===== src/rtl/ts_pkg.sv =====
// Shared constants and helpers for the event timestamper.
// Optional drop counter is enabled with TS_DROP_CNT_EN.
package ts_pkg;

  localparam int DEFAULT_DWIDTH = 8;
  localparam int DEFAULT_DEPTH  = 8;
  localparam int DROP_CNT_W     = 8;

  typedef enum logic [1:0] {
    LVL_HOLD = 2'd0,
    LVL_INC  = 2'd1,
    LVL_DEC  = 2'd2
  } lvl_op_e;

  typedef struct packed {
    logic wr;
    logic rd;
    logic drop;
  } fifo_acc_t;

  function automatic int lvl_w(input int depth);
    return $clog2(depth + 1);
  endfunction

endpackage


===== src/rtl/ts_fifo.sv =====
// First-word-fall-through timestamp storage.
// Holds pointers, level and simultaneous-access rules.
module ts_fifo
  import ts_pkg::*;
#(
  parameter int DWIDTH = DEFAULT_DWIDTH,
  parameter int DEPTH  = DEFAULT_DEPTH,
  localparam int AW    = $clog2(DEPTH),
  localparam int LW    = lvl_w(DEPTH)
) (
  input  logic              clk,
  input  logic              rst,
  input  logic              wr,
  input  logic [DWIDTH-1:0] wdata,
  input  logic              rd_en,
  output logic [DWIDTH-1:0] rdata,
  output logic              empty,
  output logic              full,
  output logic [LW-1:0]     level,
  output logic              drop
);

  logic [DWIDTH-1:0] mem [DEPTH];
  logic [AW-1:0]     wr_ptr;
  logic [AW-1:0]     rd_ptr;
  fifo_acc_t         acc;
  lvl_op_e           lvl_op;

  assign empty = (level == '0);
  assign full  = (level == LW'(DEPTH));

  // Resolve which accesses are taken this cycle.
  always_comb begin
    acc      = '0;
    acc.rd   = rd_en & ~empty;
    acc.wr   = wr & (~full | acc.rd);
    acc.drop = wr & full & ~acc.rd;
  end

  assign drop = acc.drop;

  // Pick the level update from the accepted accesses.
  always_comb begin
    lvl_op = LVL_HOLD;
    unique case (1'b1)
      (acc.wr & ~acc.rd): lvl_op = LVL_INC;
      (acc.rd & ~acc.wr): lvl_op = LVL_DEC;
      default:            lvl_op = LVL_HOLD;
    endcase
  end

  // Storage has no reset; contents behind empty are never shown.
  always_ff @(posedge clk) begin
    if (acc.wr) begin
      mem[wr_ptr] <= wdata;
    end
  end

  // Pointers and level counter.
  always_ff @(posedge clk) begin
    if (rst) begin
      wr_ptr <= '0;
      rd_ptr <= '0;
      level  <= '0;
    end else begin
      if (acc.wr) begin
        wr_ptr <= wr_ptr + AW'(1);
      end
      if (acc.rd) begin
        rd_ptr <= rd_ptr + AW'(1);
      end
      unique case (lvl_op)
        LVL_INC:  level <= level + LW'(1);
        LVL_DEC:  level <= level - LW'(1);
        default:  level <= level;
      endcase
    end
  end

  assign rdata = empty ? '0 : mem[rd_ptr];

endmodule


===== src/rtl/event_timestamper.sv =====
// Stamps armed rising edges of event_in with counter_in.
// Define TS_DROP_CNT_EN to add the saturating drop_cnt output.
module event_timestamper
  import ts_pkg::*;
#(
  parameter int DWIDTH = DEFAULT_DWIDTH,
  parameter int DEPTH  = DEFAULT_DEPTH,
  localparam int LW    = lvl_w(DEPTH)
) (
  input  logic              clk,
  input  logic              rst,
  input  logic [DWIDTH-1:0] counter_in,
  input  logic              event_in,
  input  logic              rd_en,
  input  logic              clr_ovf,
  output logic [DWIDTH-1:0] ts_out,
  output logic              empty,
  output logic              full,
  output logic [LW-1:0]     level,
  output logic              overflow
`ifdef TS_DROP_CNT_EN
  ,
  output logic [DROP_CNT_W-1:0] drop_cnt
`endif
);

  logic event_q;
  logic rise;
  logic armed;
  logic wr;
  logic drop;

  // Previous event level for edge detection.
  always_ff @(posedge clk) begin
    if (rst) begin
      event_q <= 1'b0;
    end else begin
      event_q <= event_in;
    end
  end

  assign rise  = event_in & ~event_q;
  assign armed = (counter_in != '0);
  assign wr    = rise & armed;

  ts_fifo #(
    .DWIDTH (DWIDTH),
    .DEPTH  (DEPTH)
  ) u_fifo (
    .clk    (clk),
    .rst    (rst),
    .wr     (wr),
    .wdata  (counter_in),
    .rd_en  (rd_en),
    .rdata  (ts_out),
    .empty  (empty),
    .full   (full),
    .level  (level),
    .drop   (drop)
  );

  // Sticky overflow; a new drop beats a clear.
  always_ff @(posedge clk) begin
    if (rst) begin
      overflow <= 1'b0;
    end else if (drop) begin
      overflow <= 1'b1;
    end else if (clr_ovf) begin
      overflow <= 1'b0;
    end
  end

`ifdef TS_DROP_CNT_EN
  // Saturating count of dropped stamps since the last clear.
  always_ff @(posedge clk) begin
    if (rst) begin
      drop_cnt <= '0;
    end else if (clr_ovf) begin
      drop_cnt <= drop ? DROP_CNT_W'(1) : '0;
    end else if (drop && (drop_cnt != '1)) begin
      drop_cnt <= drop_cnt + DROP_CNT_W'(1);
    end
  end
`else
  // Without the counter, overflow alone reports drops.
`endif

endmodule


===== config.mk =====
export PLATFORM = sky130hd
export DESIGN_NAME = event_timestamper
export DESIGN_NICKNAME = d
export VERILOG_FILES = /design/src/rtl/ts_pkg.sv /design/src/rtl/ts_fifo.sv /design/src/rtl/event_timestamper.sv
export SDC_FILE = /design/constraint.sdc
export NUM_CORES = 1
export LEC_CHECK = 0
export CORE_MARGIN = 2
export CORE_UTILIZATION = 55
export CTS_CLUSTER_SIZE = 40
export DETAILED_ROUTE_END_ITERATION = 12
export PLACE_DENSITY = 0.75
export REMOVE_ABC_BUFFERS = 1
export SLEW_MARGIN = 5
export SYNTH_ARGS = -nofsm -noshare
export SYNTH_HDL_FRONTEND = slang
export SYNTH_SLANG_ARGS = --single-unit

===== constraint.sdc =====
create_clock -name clk -period 3.29 [get_ports clk]
set_clock_uncertainty 0.2 [all_clocks]
set_input_delay 0.987 -clock clk [delete_from_list [all_inputs] [get_ports clk]]
set_output_delay 0.987 -clock clk [all_outputs]
set_load 0.005 [all_outputs]

==> results of run 1 <==
-- cell usage after synthesis --
cell type	number
edfxtp_1	64
nor2_1	18
mux4_2	16
dfxtp_1	15
mux2i_1	10
nand2_1	8
nand2b_1	6
nor3_1	5
ha_1	4
xnor2_1	4
a21o_1	3
a21oi_1	3
inv_1	3
nor2b_1	3
nor4_2	3
a21oi_2	2
buf_1	2
buf_2	2
nand3_1	2
xor2_1	2
a211oi_1	1
and2_1	1
and2_2	1
buf_4	1
buf_6	1
clkbuf_1	1
fa_1	1
mux2i_2	1
nand2b_4	1
nand3b_1	1
nand4_1	1
nor4_1	1
or3_1	1
-- flip-flops by register name (all words and copies together), names as in the netlist, named ones only --
register       flops
u_fifo.level       4
event_q            1
overflow           1
u_fifo.rd_ptr      3
u_fifo.wr_ptr      3
u_fifo.mem        64
-- worst reg2reg max path, cell delays in order, from the launching register on --
cell and delay (ps):
dfxtp_1 360, nor4_2 280, buf_4 230, nor2b_1 90, nand2b_1 100, inv_1 60
ha_1 270, a21o_1 190, a21o_1 180, or3_1 330, a21o_1 180, a21oi_2 120
-- stage by stage --
stage	std cells	setup WS [ps]	instance area [sq um]
after floorplan	181	195	3170
after global placement	301	-372	3700
after detailed placement	301	-500	3700
after CTS	318	-1.17	3910
after global routing	322	4.50	3960
final	322	88.8	3960
-- cells by family (layout without fill, tap and decap cells) --
kind of cell / count (synthesis) / count (layout) / synth area share
buffers and inverters: 10 / 72 / 0.0160
adders and majority gates: 5 / 5 / 0.0218
xor gates and xnor gates: 6 / 6 / 0.0164
AOI/OAI and AO/OA: 9 / 9 / 0.0195
DFF: 79 / 79 / 0.692
muxes: 27 / 27 / 0.148
and+or+nand+nor: 52 / 52 / 0.0872
-- power groups by stage --
stage          combinational [mW]  sequential, mW  clock (mW)
6_report                    0.882            1.21       0.674
5_1_grt                     0.962            1.21       0.724
4_1_cts                     0.882            1.21       0.683
3_5_place_dp                0.862            1.22           0
3_3_place_gp                0.826            1.21           0
2_1_floorplan               0.414            1.24           0
-- what timing repair did --
action                                  CTS  global route
pin swaps                                 1             1
resized for setup                        10             7
hold buffers                              0             0
endpoints found under the setup margin    3             8
hold endpoints to repair                  0             0
buffers inserted                          0             4
gates cloned                              1             0
-- per-layer routing --
| layer | share of wire | GRT usage | vias to the layer above | routed length, um |
|---|---|---|---|---|
| li1 | - | - | 833 | - |
| met1 | 0.41 | 0.269 | 909 | 2520 |
| met2 | 0.52 | 0.348 | 56 | 3250 |
| met3 | 0.064 | 0.0652 | 4 | 399 |
| met4 | 0.0061 | 0.0661 | 0 | 38 |
| met5 | 0 | 0 | - | 0 |
-- layout make-up --
class / count / area share
multi-input combinational: 99 / 0.237
clock buffer: 9 / 0.0313
inverter: 3 / 0.00284
sequential: 79 / 0.562
tap: 72 / 0.0227
clock inverter: 7 / 0.0161
timing repair buffer: 53 / 0.128
-- how the worst max path moves through the flow --
stage / startpoint / to / depth (start not counted)
global placement: counter_in[5] / u_fifo.level[3]$_SDFFE_PP0P_ / 11
CTS: counter_in[1] / u_fifo.level[3]$_SDFFE_PP0P_ / 11
finish: flip-flop / ts_out[4] / 5
global route: flip-flop / ts_out[4] / 5
detailed placement: counter_in[5] / u_fifo.level[3]$_SDFFE_PP0P_ / 11
floorplan: counter_in[1] / u_fifo.level[3]$_SDFFE_PP0P_ / 10
==> flow_metrics.py, run 1 <==
metrics = {
    "clocking": {
        "cts_buffer_depth": 2,
        "cts_max_level": 3,
        "tritoncts": "done",
        "clk_pin_slew_ps": 70,
        "clock_latency_ps": 330,
        "numCtsBuffers": 9,
        "root_buffer": "clkbuf_8",
        "cts.sinks": 79,
    },
    "power": {
        "ir_worst_vdd_mv": 0.386,
        "p_leak_nw": 1.45,
        "power_mw": 2.76,
        "comb_power_share": 0.319,
        "clkPwrFrac": 0.244,
        "swShare": 0.276,
        "internal-power_mw": 2.00,
        "switchingPower_uw": 762,
        "seq_power_share": 0.437,
        "power_density_mw_per_mm2": 697,
    },
    "global_routing": {
        "antenna_found_initial": 0,
        "grt_pass1_wl_mm": 9.40,
        "grt_pass1_vias": 1793,
        "track_usage": 0.211,
        "overflow": 0,
        "grt_max_degree": 17,
    },
    "floorplanning": {
        "fp.dieW_um": 80.4,
        "die_area_sq_mm": 0.00647,
        "ioPinCount": 28,
        "start_util": 0.576,
        "rows": 27,
        "die_y_um": 80.4,
        "core_area_sq_mm": 0.00557,
    },
    "synth": {
        "mappedNetlistArea_sq_mm": 0.00321,
        "synth_area_leaders": "edfxtp_1 60%, mux4_2 11%, dfxtp_1 9.3%",
        "synth-seq-cells": 79,
        "netlist_instances": 188,
        "synth_warnings": 0,
        "synth_top_cell_area_share": 0.598,
        "synth_top_area_cell": "edfxtp_1",
        "synth.distinct_cells": 33,
        "ys_seq_area_frac": 0.692,
        "avgSynthCellArea_sq_um": 17.1,
    },
    "route": {
        "drt-wirelength-per-cell_um": 19.3,
        "vias_per_cell": 5.60,
        "routed_wl_mm": 6.21,
        "first_pass_iters": 4,
        "vias": 1802,
        "drc": 0,
        "drt_iter0_drc": 126,
        "antenna_left": 0,
    },
    "place": {
        "gp_congestion": 0.764,
        "hpwl_mm": 4.10,
        "numPortBuffers": 27,
    },
    "timing": {
        "worst_slew_pin_slew_ps": 566,
        "hold_viol": 0,
        "slew-limit-headroom": 0.622,
        "post-route-period-util": 0.973,
        "report.final.slew_viol_count": 0,
        "rsz0062_at_grt": "no",
        "hold_slack_ps": 279,
        "max_freq_mhz": 312,
        "fin_setup_tns_ps": 0,
        "report.final.setup_viol": 0,
        "post-route-min-period_ps": 3200,
    },
    "final_layout": {
        "num_antenna_cells": 0,
        "fin_util": 0.711,
        "final.fill_count": 379,
        "final_nets": 263,
        "multi_input_area_sq_um": 940,
        "final_layout_size_suffix_gt1_frac": 0.260,
        "area_growth_pct": 23.3,
        "seqCellArea_sq_mm": 0.00223,
        "final_common_cell": "edfxtp_1",
        "final_cell_mix": "64 x edfxtp_1, 24 x buf_4, 18 x nor2_1, 16 x mux4_2, 14 x dfxtp_1",
    },
    "critical_path": {
        "startpoint_type": "flip-flop",
        "cp-end-kind": "primary output",
        "rr_endpoint": "u_fifo.level[3]$_SDFFE_PP0P_",
        "crit_slowest_cell": "mux4_2",
        "path_class": "flip-flop to primary output",
        "worstReg2RegStart": "u_fifo.level[1]$_SDFFE_PP0P_",
        "reg2reg_slack_ps": 640,
        "path_cells": "buf_16 > mux4_2 > mux2i_1 > nor2_1 > clkdlybuf4s50_1",
        "r2r_cells": 11,
        "worstPathMaxFanout": 7,
        "crit_buf_inv": 2,
        "critPathMaxStageDelay_ps": 500,
        "crit_arrival_ps": 2010,
        "critPathTopFamily": "multiplexers",
        "required_ps": 2100,
    },
    "flow_run": {
        "maxCapViolCount": 0,
    },
    "worst_hold_path": {
        "holdPathStages": 2,
        "min-delay-start": "overflow$_SDFFE_PP0P_",
        "hold_end": "overflow$_SDFFE_PP0P_",
        "min_path_type": "flip-flop to flip-flop",
    },
    "outcome": {
        "status": "finished, final reports clean",
    },
}
Note: power is estimated with default switching activity, not from simulation.
==> inputs of run 2 (changes only) <==
--- a/config.mk
+++ b/config.mk
@@ -9,7 +9,7 @@
 export CORE_UTILIZATION = 55
 export CTS_CLUSTER_SIZE = 40
 export DETAILED_ROUTE_END_ITERATION = 12
-export PLACE_DENSITY = 0.75
+export PLACE_DENSITY = 0.81
 export REMOVE_ABC_BUFFERS = 1
 export SLEW_MARGIN = 5
 export SYNTH_ARGS = -nofsm -noshare
==> run 2 against run 1 <==
Compared with the run above:
- non-clock buffer count is 12 higher
- sequential cell count unchanged
- global-route usage down 0.076 points
- clock-buffer cell count is 1 higher
- sequential share of layout area is 1.3 points lower
- largest power group unchanged
- design area rose by 2.4%
- routed wire length down 2.4%
- critical path depth stayed put
- clock power up 2%
- critical path type unchanged
- cell count increased by 3.7%
==> flow_metrics.py, run 2 (same netlist as run 1, synthesis figures left out) <==
metrics = {
    "timing": {
        "setup_ws_ps": 70.9,
        "worst_slew_pin_slew_ps": 499,
        "post-route-period-util": 0.978,
        "max_freq_mhz": 311,
        "rsz0062_at_grt": "yes",
        "report.final.setup_viol": 0,
        "post-route-min-period_ps": 3220,
        "report.final.slew_viol_count": 0,
        "slew-limit-headroom": 0.666,
        "hold_viol": 0,
        "fin_setup_tns_ps": 0,
    },
    "critical_path": {
        "crit_arrival_ps": 2030,
        "required_ps": 2100,
        "worstPathMaxFanout": 8,
        "worstReg2RegStart": "u_fifo.level[1]$_SDFFE_PP0P_",
        "r2r_cells": 11,
        "startpoint_type": "flip-flop",
        "cp-end-kind": "primary output",
        "path_class": "flip-flop to primary output",
    },
    "final_layout": {
        "final_layout_size_suffix_gt1_frac": 0.294,
        "num_antenna_cells": 0,
        "final.fill_count": 368,
        "multi_input_area_sq_um": 948,
        "final_common_cell": "edfxtp_1",
        "final_nets": 275,
        "largestRegisters": "u_fifo.mem (64), u_fifo.level (4)",
        "largest_reg_flops": 64,
        "fin_util": 0.728,
        "seqCellArea_sq_mm": 0.00223,
        "fin_area_sq_mm": 0.00406,
        "area_growth_pct": 26.2,
        "final_cell_mix": "64 x edfxtp_1, 36 x buf_4, 19 x clkdlybuf4s50_1, 18 x nor2_1, 16 x mux4_2",
        "largest-register": "u_fifo.mem",
    },
    "clocking": {
        "root_buffer": "clkbuf_8",
        "clock_latency_ps": 350,
        "cts_buffer_depth": 2,
        "clk_pin_slew_ps": 80,
        "tritoncts": "done",
        "numCtsBuffers": 9,
        "cts_max_level": 3,
        "cts.sinks": 79,
        "postCtsHoldBufs": 0,
    },
    "global_routing": {
        "grt_pass1_vias": 1849,
        "overflow": 0,
        "antenna_found_initial": 0,
        "grt_pass1_wl_mm": 9.39,
        "track_usage": 0.210,
        "grt_max_degree": 17,
    },
    "floorplanning": {
        "core_area_sq_mm": 0.00557,
        "rows": 27,
        "die_area_sq_mm": 0.00647,
        "start_util": 0.576,
        "fp.dieW_um": 80.4,
        "die_y_um": 80.4,
        "ioPinCount": 28,
    },
    "power": {
        "power_density_mw_per_mm2": 684,
        "power_mw": 2.78,
        "p_leak_nw": 1.47,
        "ir_worst_vdd_mv": 0.462,
    },
    "place": {
        "pre_cts_slack_ps": -423,
        "numPortBuffers": 27,
        "dpl_cell_area_sq_mm": 0.00379,
        "hpwl_mm": 4.00,
        "gp_congestion": 0.806,
    },
    "worst_hold_path": {
        "holdPathStages": 2,
        "min-delay-start": "overflow$_SDFFE_PP0P_",
        "min_path_type": "flip-flop to flip-flop",
    },
    "route": {
        "antenna_left": 0,
        "drt_iter0_drc": 127,
        "routed_wl_mm": 6.06,
        "drt-wirelength-per-cell_um": 18.1,
        "vias_per_cell": 5.49,
        "first_pass_iters": 4,
        "drc": 0,
        "vias": 1832,
    },
    "outcome": {
        "status": "finished, final reports clean",
    },
    "flow_run": {
        "maxCapViolCount": 0,
    },
}
==> run 2: changes by cell type in the layout (fill, tap and decap cells not counted) <==
cell and change:
nor4_2 -1, nor4_4 +1, dlymetal6s2s_1 -3, clkinv_4 -1, clkinv_1 -1, inv_6 +1
buf_4 +12, dlygate4sd2_1 -3, clkdlybuf4s50_1 +6, clkbuf_1 +1
==> run 2: where the power goes <==
part	total (mW)	switching, mW	leakage (nW)	internal [mW]
Clock	0.688	0.340	0.0941	0.348
Combinational	0.882	0.362	0.675	0.519
Sequential	1.21	0.0621	0.703	1.14
Total	2.78	0.764	1.47	2.01
==> run 2: area by class of cell <==
class	count	share of cell area
Clock buffer	10	0.0315
Clock inverter	6	0.0148
Inverter	3	0.00278
Multi-Input combinational cell	99	0.234
Sequential cell	79	0.549
Tap cell	72	0.0222
Timing Repair Buffer	65	0.146
==> run 2: worst paths after layout <==
kind	endpoint	slack [ps]
max reg2reg	u_fifo.level[3]$_SDFFE_PP0P_	670
min	overflow$_SDFFE_PP0P_	280
min reg2reg	overflow$_SDFFE_PP0P_	280
max	ts_out[3]	70
==> run 2: metrics by stage <==
step	hold WS (ps)	std cells
floorplan	247	181
global placement	262	313
detailed placement	265	313
CTS	282	330
global route	309	334
finish	280	334
==> run 2: critical path, cell delays in order, from the launching register on <==
cell and delay [ps]:
dfxtp_4 400, buf_16 150, mux4_2 510, mux2i_1 140
nor2_1 50, clkdlybuf4s50_1 440
==> run 2: layer usage <==
metal	track usage	wire (um)	up-vias
li1	-	-	861
met1	0.278	2530	913
met2	0.334	3070	48
met3	0.0449	359	10
met4	0.0983	92	0
met5	0	0	-
==> run 2: timing repair <==
action	CTS	global route
endpoints found under the setup margin	4	7
setup buffers	0	4
pin swaps	0	1
cloned	1	0
gates resized for setup	8	4
